## src/rtl/display_pkg.sv

```systemverilog
// display_pkg: shared FSM encoding, digit geometry and scan-divider helper for the display scheduler.
package display_pkg;

    typedef enum logic [1:0] {S_IDLE, S_CONV, S_COMMIT} state_t;

    localparam int NUM_DIGITS = 4;
    localparam int BCD_ITER   = 16;
    localparam int MAX_DEC    = 9999;

    function automatic int scan_div(input int clk_freq, input int refresh_hz);
        return (clk_freq / refresh_hz < 2) ? 2 : clk_freq / refresh_hz;
    endfunction

endpackage

```

## src/rtl/bin_to_bcd_step.sv

```systemverilog
// bin_to_bcd_step: one combinational shift-add-3 iteration over a 20-bit BCD accumulator and 16-bit shifter.
module bin_to_bcd_step (
    input  logic [19:0] bcd_i,
    input  logic [15:0] bin_i,
    output logic [19:0] bcd_o,
    output logic [15:0] bin_o
);

    logic [19:0] adj;

    for (genvar d = 0; d < 5; d++) begin : g_adj
        assign adj[d*4 +: 4] = (bcd_i[d*4 +: 4] >= 4'd5) ? bcd_i[d*4 +: 4] + 4'd3 : bcd_i[d*4 +: 4];
    end

    assign {bcd_o, bin_o} = {adj, bin_i} << 1;

endmodule

```

## src/rtl/display_scan_scheduler.sv

```systemverilog
// display_scan_scheduler: change-triggered hex/BCD digit loader with atomic commit and anode multiplexing.
// Define LEADING_ZERO_BLANK_EN to darken leading zero digits in decimal mode.
module display_scan_scheduler
    import display_pkg::*;
#(
    parameter int CLK_FREQ   = 100_000_000,
    parameter int REFRESH_HZ = 25_000
) (
    input  logic        clk,
    input  logic        reset,
    input  logic [15:0] value,
    input  logic        display_is_hex,
    output logic [3:0]  an,
    output logic [3:0]  digit_val,
    output logic        digit_dash,
    output logic        digit_blank,
    output logic        overflow,
    output logic        busy,
    output logic        conv_done
);

    localparam int SCAN_DIV = scan_div(CLK_FREQ, REFRESH_HZ);
    localparam int CW       = $clog2(SCAN_DIV);

    state_t                      state_q;
    logic                        hex_sh_q;
    logic [15:0]                 val_sh_q;
    logic                        pending_q;
    logic [19:0]                 bcd_q, bcd_d;
    logic [15:0]                 bin_q, bin_d;
    logic [3:0]                  iter_q;
    logic [4*NUM_DIGITS-1:0]     disp_q;
    logic                        ovf_q;
    logic                        done_q;
    logic [CW-1:0]               cnt_q;
    logic [1:0]                  sel_q;
    logic [3:0]                  an_q;
    logic [3:0]                  val_q;
    logic                        dash_q;
    logic                        blank_q;
    logic                        blank_d;
    logic                        changed;

    assign changed = {display_is_hex, value} != {hex_sh_q, val_sh_q};

    bin_to_bcd_step u_step (
        .bcd_i (bcd_q),
        .bin_i (bin_q),
        .bcd_o (bcd_d),
        .bin_o (bin_d)
    );

`ifdef LEADING_ZERO_BLANK_EN
    logic disp_hex_q;
    // Blank a digit only when it and every more significant digit is zero; digit 0 always lit.
    assign blank_d = !disp_hex_q && !ovf_q && sel_q != 2'd0 && (disp_q >> {sel_q, 2'b00}) == '0;
`else
    assign blank_d = 1'b0;
`endif

    always_ff @(posedge clk) begin
        if (reset) begin
            state_q   <= S_IDLE;
            hex_sh_q  <= 1'b1;
            val_sh_q  <= '0;
            pending_q <= 1'b0;
            bcd_q     <= '0;
            bin_q     <= '0;
            iter_q    <= '0;
            disp_q    <= '0;
            ovf_q     <= 1'b0;
            done_q    <= 1'b0;
`ifdef LEADING_ZERO_BLANK_EN
            disp_hex_q <= 1'b1;
`endif
        end else begin
            done_q <= 1'b0;
            case (state_q)
                S_IDLE: begin
                    pending_q <= 1'b0;
                    if (changed) begin
                        hex_sh_q <= display_is_hex;
                        val_sh_q <= value;
                        bin_q    <= value;
                        bcd_q    <= '0;
                        iter_q   <= '0;
                        state_q  <= display_is_hex ? S_COMMIT : S_CONV;
                    end
                end
                S_CONV: begin
                    pending_q <= pending_q | changed;
                    bcd_q     <= bcd_d;
                    bin_q     <= bin_d;
                    iter_q    <= iter_q + 4'd1;
                    if (iter_q == 4'(BCD_ITER - 1)) state_q <= S_COMMIT;
                end
                S_COMMIT: begin
                    pending_q <= pending_q | changed;
                    disp_q    <= hex_sh_q ? val_sh_q : bcd_q[15:0];
                    ovf_q     <= !hex_sh_q && val_sh_q > 16'(MAX_DEC);
                    done_q    <= 1'b1;
                    state_q   <= S_IDLE;
`ifdef LEADING_ZERO_BLANK_EN
                    disp_hex_q <= hex_sh_q;
`endif
                end
                default: state_q <= S_IDLE;
            endcase
        end
    end

    // Per-digit outputs load together on each wrap, so they always describe the same anode.
    always_ff @(posedge clk) begin
        if (reset) begin
            cnt_q   <= '0;
            sel_q   <= '0;
            an_q    <= 4'hF;
            val_q   <= '0;
            dash_q  <= 1'b0;
            blank_q <= 1'b0;
        end else if (cnt_q == CW'(SCAN_DIV - 1)) begin
            cnt_q   <= '0;
            sel_q   <= sel_q + 2'd1;
            an_q    <= ~(4'b0001 << sel_q);
            val_q   <= disp_q[{sel_q, 2'b00} +: 4];
            dash_q  <= ovf_q;
            blank_q <= blank_d;
        end else begin
            cnt_q <= cnt_q + CW'(1);
        end
    end

    assign an          = an_q;
    assign digit_val   = val_q;
    assign digit_dash  = dash_q;
    assign digit_blank = blank_q;
    assign overflow    = ovf_q;
    assign busy        = state_q != S_IDLE;
    assign conv_done   = done_q;

endmodule

```

## config.mk

```make
export PLATFORM = sky130hd
export DESIGN_NAME = display_scan_scheduler
export DESIGN_NICKNAME = d
export VERILOG_FILES = /design/src/rtl/display_pkg.sv /design/src/rtl/bin_to_bcd_step.sv /design/src/rtl/display_scan_scheduler.sv
export SDC_FILE = /design/constraint.sdc
export NUM_CORES = 1
export LEC_CHECK = 0
export CORE_MARGIN = 10
export CORE_UTILIZATION = 45
export CTS_BUF_LIST = sky130_fd_sc_hd__clkbuf_8
export DETAILED_ROUTE_END_ITERATION = 16
export SLEW_MARGIN = 20
export SYNTH_ARGS = -nofsm -noshare
export SYNTH_HDL_FRONTEND = slang
export SYNTH_HIERARCHICAL = 1
export SYNTH_SLANG_ARGS = --single-unit
```

## constraint.sdc

```tcl
create_clock -name clk -period 4.7 [get_ports clk]
set_input_delay 0.94 -clock clk [delete_from_list [all_inputs] [get_ports clk]]
set_output_delay 0.94 -clock clk [all_outputs]
set_load 0.005 [all_outputs]
```

# [Word-level counts from Yosys, hierarchy flattened]
# Index checks and enable logic that the tools add are counted.
[op_classes] addsub=8 magnitude_cmp=6 n_eq_ne=7 shifts=2 n_mux=17 bitwise_logic=1 n_reduce_logical=9
[ops] cell="$pmux 20 s2" n=1
[ops] cell="$mux 16" n=2
[ops] cell="$pmux 16 s2" n=1
[ops] cell="$ge 4x3->1 const B" n=5
[ops] cell="$mux 20" n=1
[ops] cell="$mux 4" n=5
[ops] cell="$ne 17x17->1" n=1
[ops] cell="$add 4x2->4 const B" n=4
[ops] cell="$gt 16x14->1 const B" n=1
[ops] cell="$shiftx 16x5->4" n=1
[ops] cell="$add 12x1->12 const B" n=1
[ops] cell="$eq 12x12->1 const B" n=1
[ops] cell="$pmux 4 s2" n=1
[ops] cell="$mux 2" n=3
[ops] cell="$reduce_and 2->1" n=3
[ops] cell="$add 4x1->4 const B" n=1
[ops] cell="$eq 4x4->1 const B" n=1
[ops] cell="$ne 2x2->1 const B" n=2
[ops] cell="$not 4->4" n=1
[ops] cell="$pmux 2 s2" n=1
[ops] cell="$reduce_bool 2->1" n=2
[ops] cell="$shl 1x2->4 const A" n=1
[ops] cell="$add 3x2->3 const B" n=1
[ops] cell="$mux 3" n=1
[ops] cell="8 further kinds" n=8
[word_totals] ff_bits=100 input_bits=19 out_inout_bits=13 wordCells=64

# [Depth between registers and ports, before layout]
[depth] word_depth=3 mapped_depth=7

# [Modules after synthesis]
# Netlist, hierarchy kept.
[by_module_without_submodules] mod="display_scan_scheduler" n_inst=1 cells_each=418 area_each_um2=4217.8 seq_area_each_um2=2001.9
[by_module_without_submodules] mod="bin_to_bcd_step" n_inst=1 cells_each=94 area_each_um2=618.1 seq_area_each_um2=0.0

# [Least setup slack after synthesis]
# No wires, ideal clock.
[synth_timing] path_kind="input-to-reg" from="input port value[6]" to="register bin_q[10]" setup_ps=122 arrival_time_ps=2206 required_ps=4578 path_slack_ps=2372 path_stages=6 path_buffers=1 path_cell_list="xor2_1 > nor4_2 > and3_4 > a211oi_4 > buf_6 > a221o_1"
[synth_via] elab_chain_len=3
[synth_rtl] element="from (decl)" line="display_scan_scheduler.sv:11" source="input logic [15:0] value,"
[synth_rtl] element="$ne 17x17->1" line="display_scan_scheduler.sv:44" source="assign changed = {display_is_hex, value} != {hex_sh_q, val_sh_q};"
[synth_rtl] element="$ne 2x2->1 (no source line)"
[synth_rtl] element="$reduce_and 2->1 (no source line)"
[synth_rtl] element="to (signal assigned)" line="display_scan_scheduler.sv:84" source="bin_q <= value;"
[synth_rtl] element="to (signal assigned)" line="display_scan_scheduler.sv:93" source="bin_q <= bin_d;"
[synth_rtl] element="to (decl)" line="display_scan_scheduler.sv:30" source="logic [15:0] bin_q, bin_d;"
# No other way between the ends.
# A chain may end at the register's enable or synchronous reset.

# [Worst setup path after layout]
[layout_timing] from="register state_q[0]" to="output port busy"
[layout_via] elab_chain_len=1
[layout_rtl] element="from (decl)" line="display_scan_scheduler.sv:25" source="state_t state_q;"
[layout_rtl] element="from (signal assigned)" line="display_scan_scheduler.sv:87" source="state_q <= display_is_hex ? S_COMMIT : S_CONV;"
[layout_rtl] element="$reduce_bool 2->1" line="display_scan_scheduler.sv:138" source="assign busy = state_q != S_IDLE;"
[layout_rtl] element="to (decl)" line="display_scan_scheduler.sv:18" source="output logic busy,"
# No other way between the ends.

==> metrics.txt <==
status complete, no violations; starting density of the core a little under half; Iteration-0 DRC Markers 163; CTS Root Cell clkbuf_8; first-pass GRT wire length between 15000 and 20000 um; reg-to-reg endpoint bin_q[3]; Placed Cells between 600 and 700; Mapped Area 0.00462 mm^2; Die Footprint 0.0147 mm^2; critical path peak fanout 19; drt drc 0; Detail Placement HPWL between 7000 and 8000 um; Avg Cell Area, Syn 9.47 um^2; Lkg Pwr about 2.1 nW; Syn Inst Count ~490; hold-fix buffers at CTS 0; Fillers slightly above 900; First-pass DRT Iterations 4; I/O Pins 32; NumNets Final between 500 and 600; core area approximately 0.0099 mm^2; final period utilization around two thirds; area grow syn2layout 9.70%; # resized after CTS 0; Final Critical Period 3050 ps; clk_lat worst skew ~360 ps; vias in the first global route around 3200; max cap viols 0; worst path required time 3760 ps; hold depth 1; CP endpoint kind primary output; Vias/cell between 5 and 6; Core Rows 36; clk sinks 96; H-tree Lvls 3; Fmax around 0.33 GHz; final slew viol count 0; post-CTS setup repair buffer count 0; Setup Skew ~15 ps; Pwr Density 341 mW/mm^2; Max-Slew Margin vs Limit about 31%; CTS tree built; critical path arrival 2110 ps; FF-to-FF path depth 5; final hold violations 0; initial antenna violation count 0; clock-pin slew on the worst setup and hold paths roughly 100 ps; Final Wtd Congestion around 0.77; Worst Hold End cnt_q[0]; setup_tns 0 ps; Routed Antenna Nets 0; total gr overflow 0; maximum vdd drop around 0.00019 V; Reg2Reg Setup Slack slightly below 2000 ps; IO Port Bufs 30; reg2reg start hex_sh_q; Clock Tree Buf Depth 2; Vias around 3400; ANT cells 0; critical path class register to primary output; layout cell share with drive strength beyond 1 8.35%; worst-margin pin slew around 1000 ps; HP Class register to register; Non-Filler Instances about 620; die width approximately 120 um; largest net degree at the start of global routing 33; syn nets approximately 520; Yosys Warn Count 6; min-delay src cnt_q[0]; final WL between 10000 and 15000 um; final setup fails 0; average wire per standard cell approximately 16 um; unrepaired setup endpoints after global routing no; Total Routing Usage GR roughly 14%; CTS buffer count 9; nature of the critical path startpoint register; Die Y between 100 and 150 um
## per-layer routing
layer / routed length (um) / global-route usage, % / part of all wire [%]
met1: 4770 / 18.1 / 47
met2: 4690 / 21.4 / 47
met3: 490 / 4.09 / 4.9
met4: 114 / 3.73 / 1.1
met5: 0 / 0 / 0
## registers in the layout, indices dropped and copies added (netlist names), 2 cells and up
| name | count |
|---|---|
| an | 4 |
| bcd_q | 16 |
| bin_q | 16 |
| cnt_q | 12 |
| digit_val | 4 |
| disp_q | 16 |
| iter_q | 4 |
| sel_q | 2 |
| state_q | 2 |
| val_sh_q | 16 |
## cell type report
cell class | instances | area, um^2 | share of cell area (%)
multi-input cells | 332 | 2380 | 47.0
inverters | 14 | 52.6 | 1.04
repair buffers | 33 | 323 | 6.37
clock inverters | 6 | 86.3 | 1.70
well taps | 133 | 166 | 3.28
clock buffers | 10 | 138 | 2.72
flip-flops and latches | 96 | 1920 | 37.9
## where the power goes
part           leakage [nW]  switching [mW]  internal (mW)
sequential            0.785          0.0559          0.863
clock                 0.114           0.319          0.276
combinational          1.17           0.114         0.0984
total                  2.07           0.489           1.24
## critical path: stages, from the launching register on
cell             delay (ps)
dfxtp_1                 740
nor2_2                  220
inv_1                   230
clkdlybuf4s50_1         550
## cell usage in the layout, fill, tap and decap left out, drive strengths merged, types with 8 or more instances in the layout
cell / instances
dfxtp: 96
nor2: 62
nand2: 41
clkdlybuf4s50: 30
mux2i: 27
a211oi: 19
a22o: 17
and3: 17
inv: 17
xor2: 16
xnor2: 15
ha: 14
a32o: 13
a221o: 12
a21oi: 11
clkbuf: 10
nand3: 10
o21ai: 10
nand2b: 8
## how the worst max path moves through the flow
| stage | start | slack [ps] | end | cells past startpoint |
|---|---|---|---|---|
| 2_1_floorplan | value[6] | 2370 | bin_q[10] | 6 |
| 3_3_place_gp | value[1] | 1470 | bin_q[11] | 6 |
| 3_5_place_dp | value[1] | 1460 | bin_q[3] | 6 |
| 4_1_cts | state_q[0] | 1650 | busy | 3 |
| 5_1_grt | state_q[0] | 1470 | busy | 3 |
| 6_report | state_q[0] | 1650 | busy | 3 |
## stage by stage
step                total power [mW]  worst slack [ps]  util (%)  hold WS, ps  cell area [um^2]
floorplan                       1.10              2370         -          430              4620
global placement                1.14              1470      48.8          449              4840
detailed placement              1.15              1460      48.8          453              4840
CTS                             1.74              1650      51.1          476              5060
global route                    1.81              1470      51.1          488              5070
finish                          1.73              1650      51.1          476              5070
(Power assumes the default switching activity.)
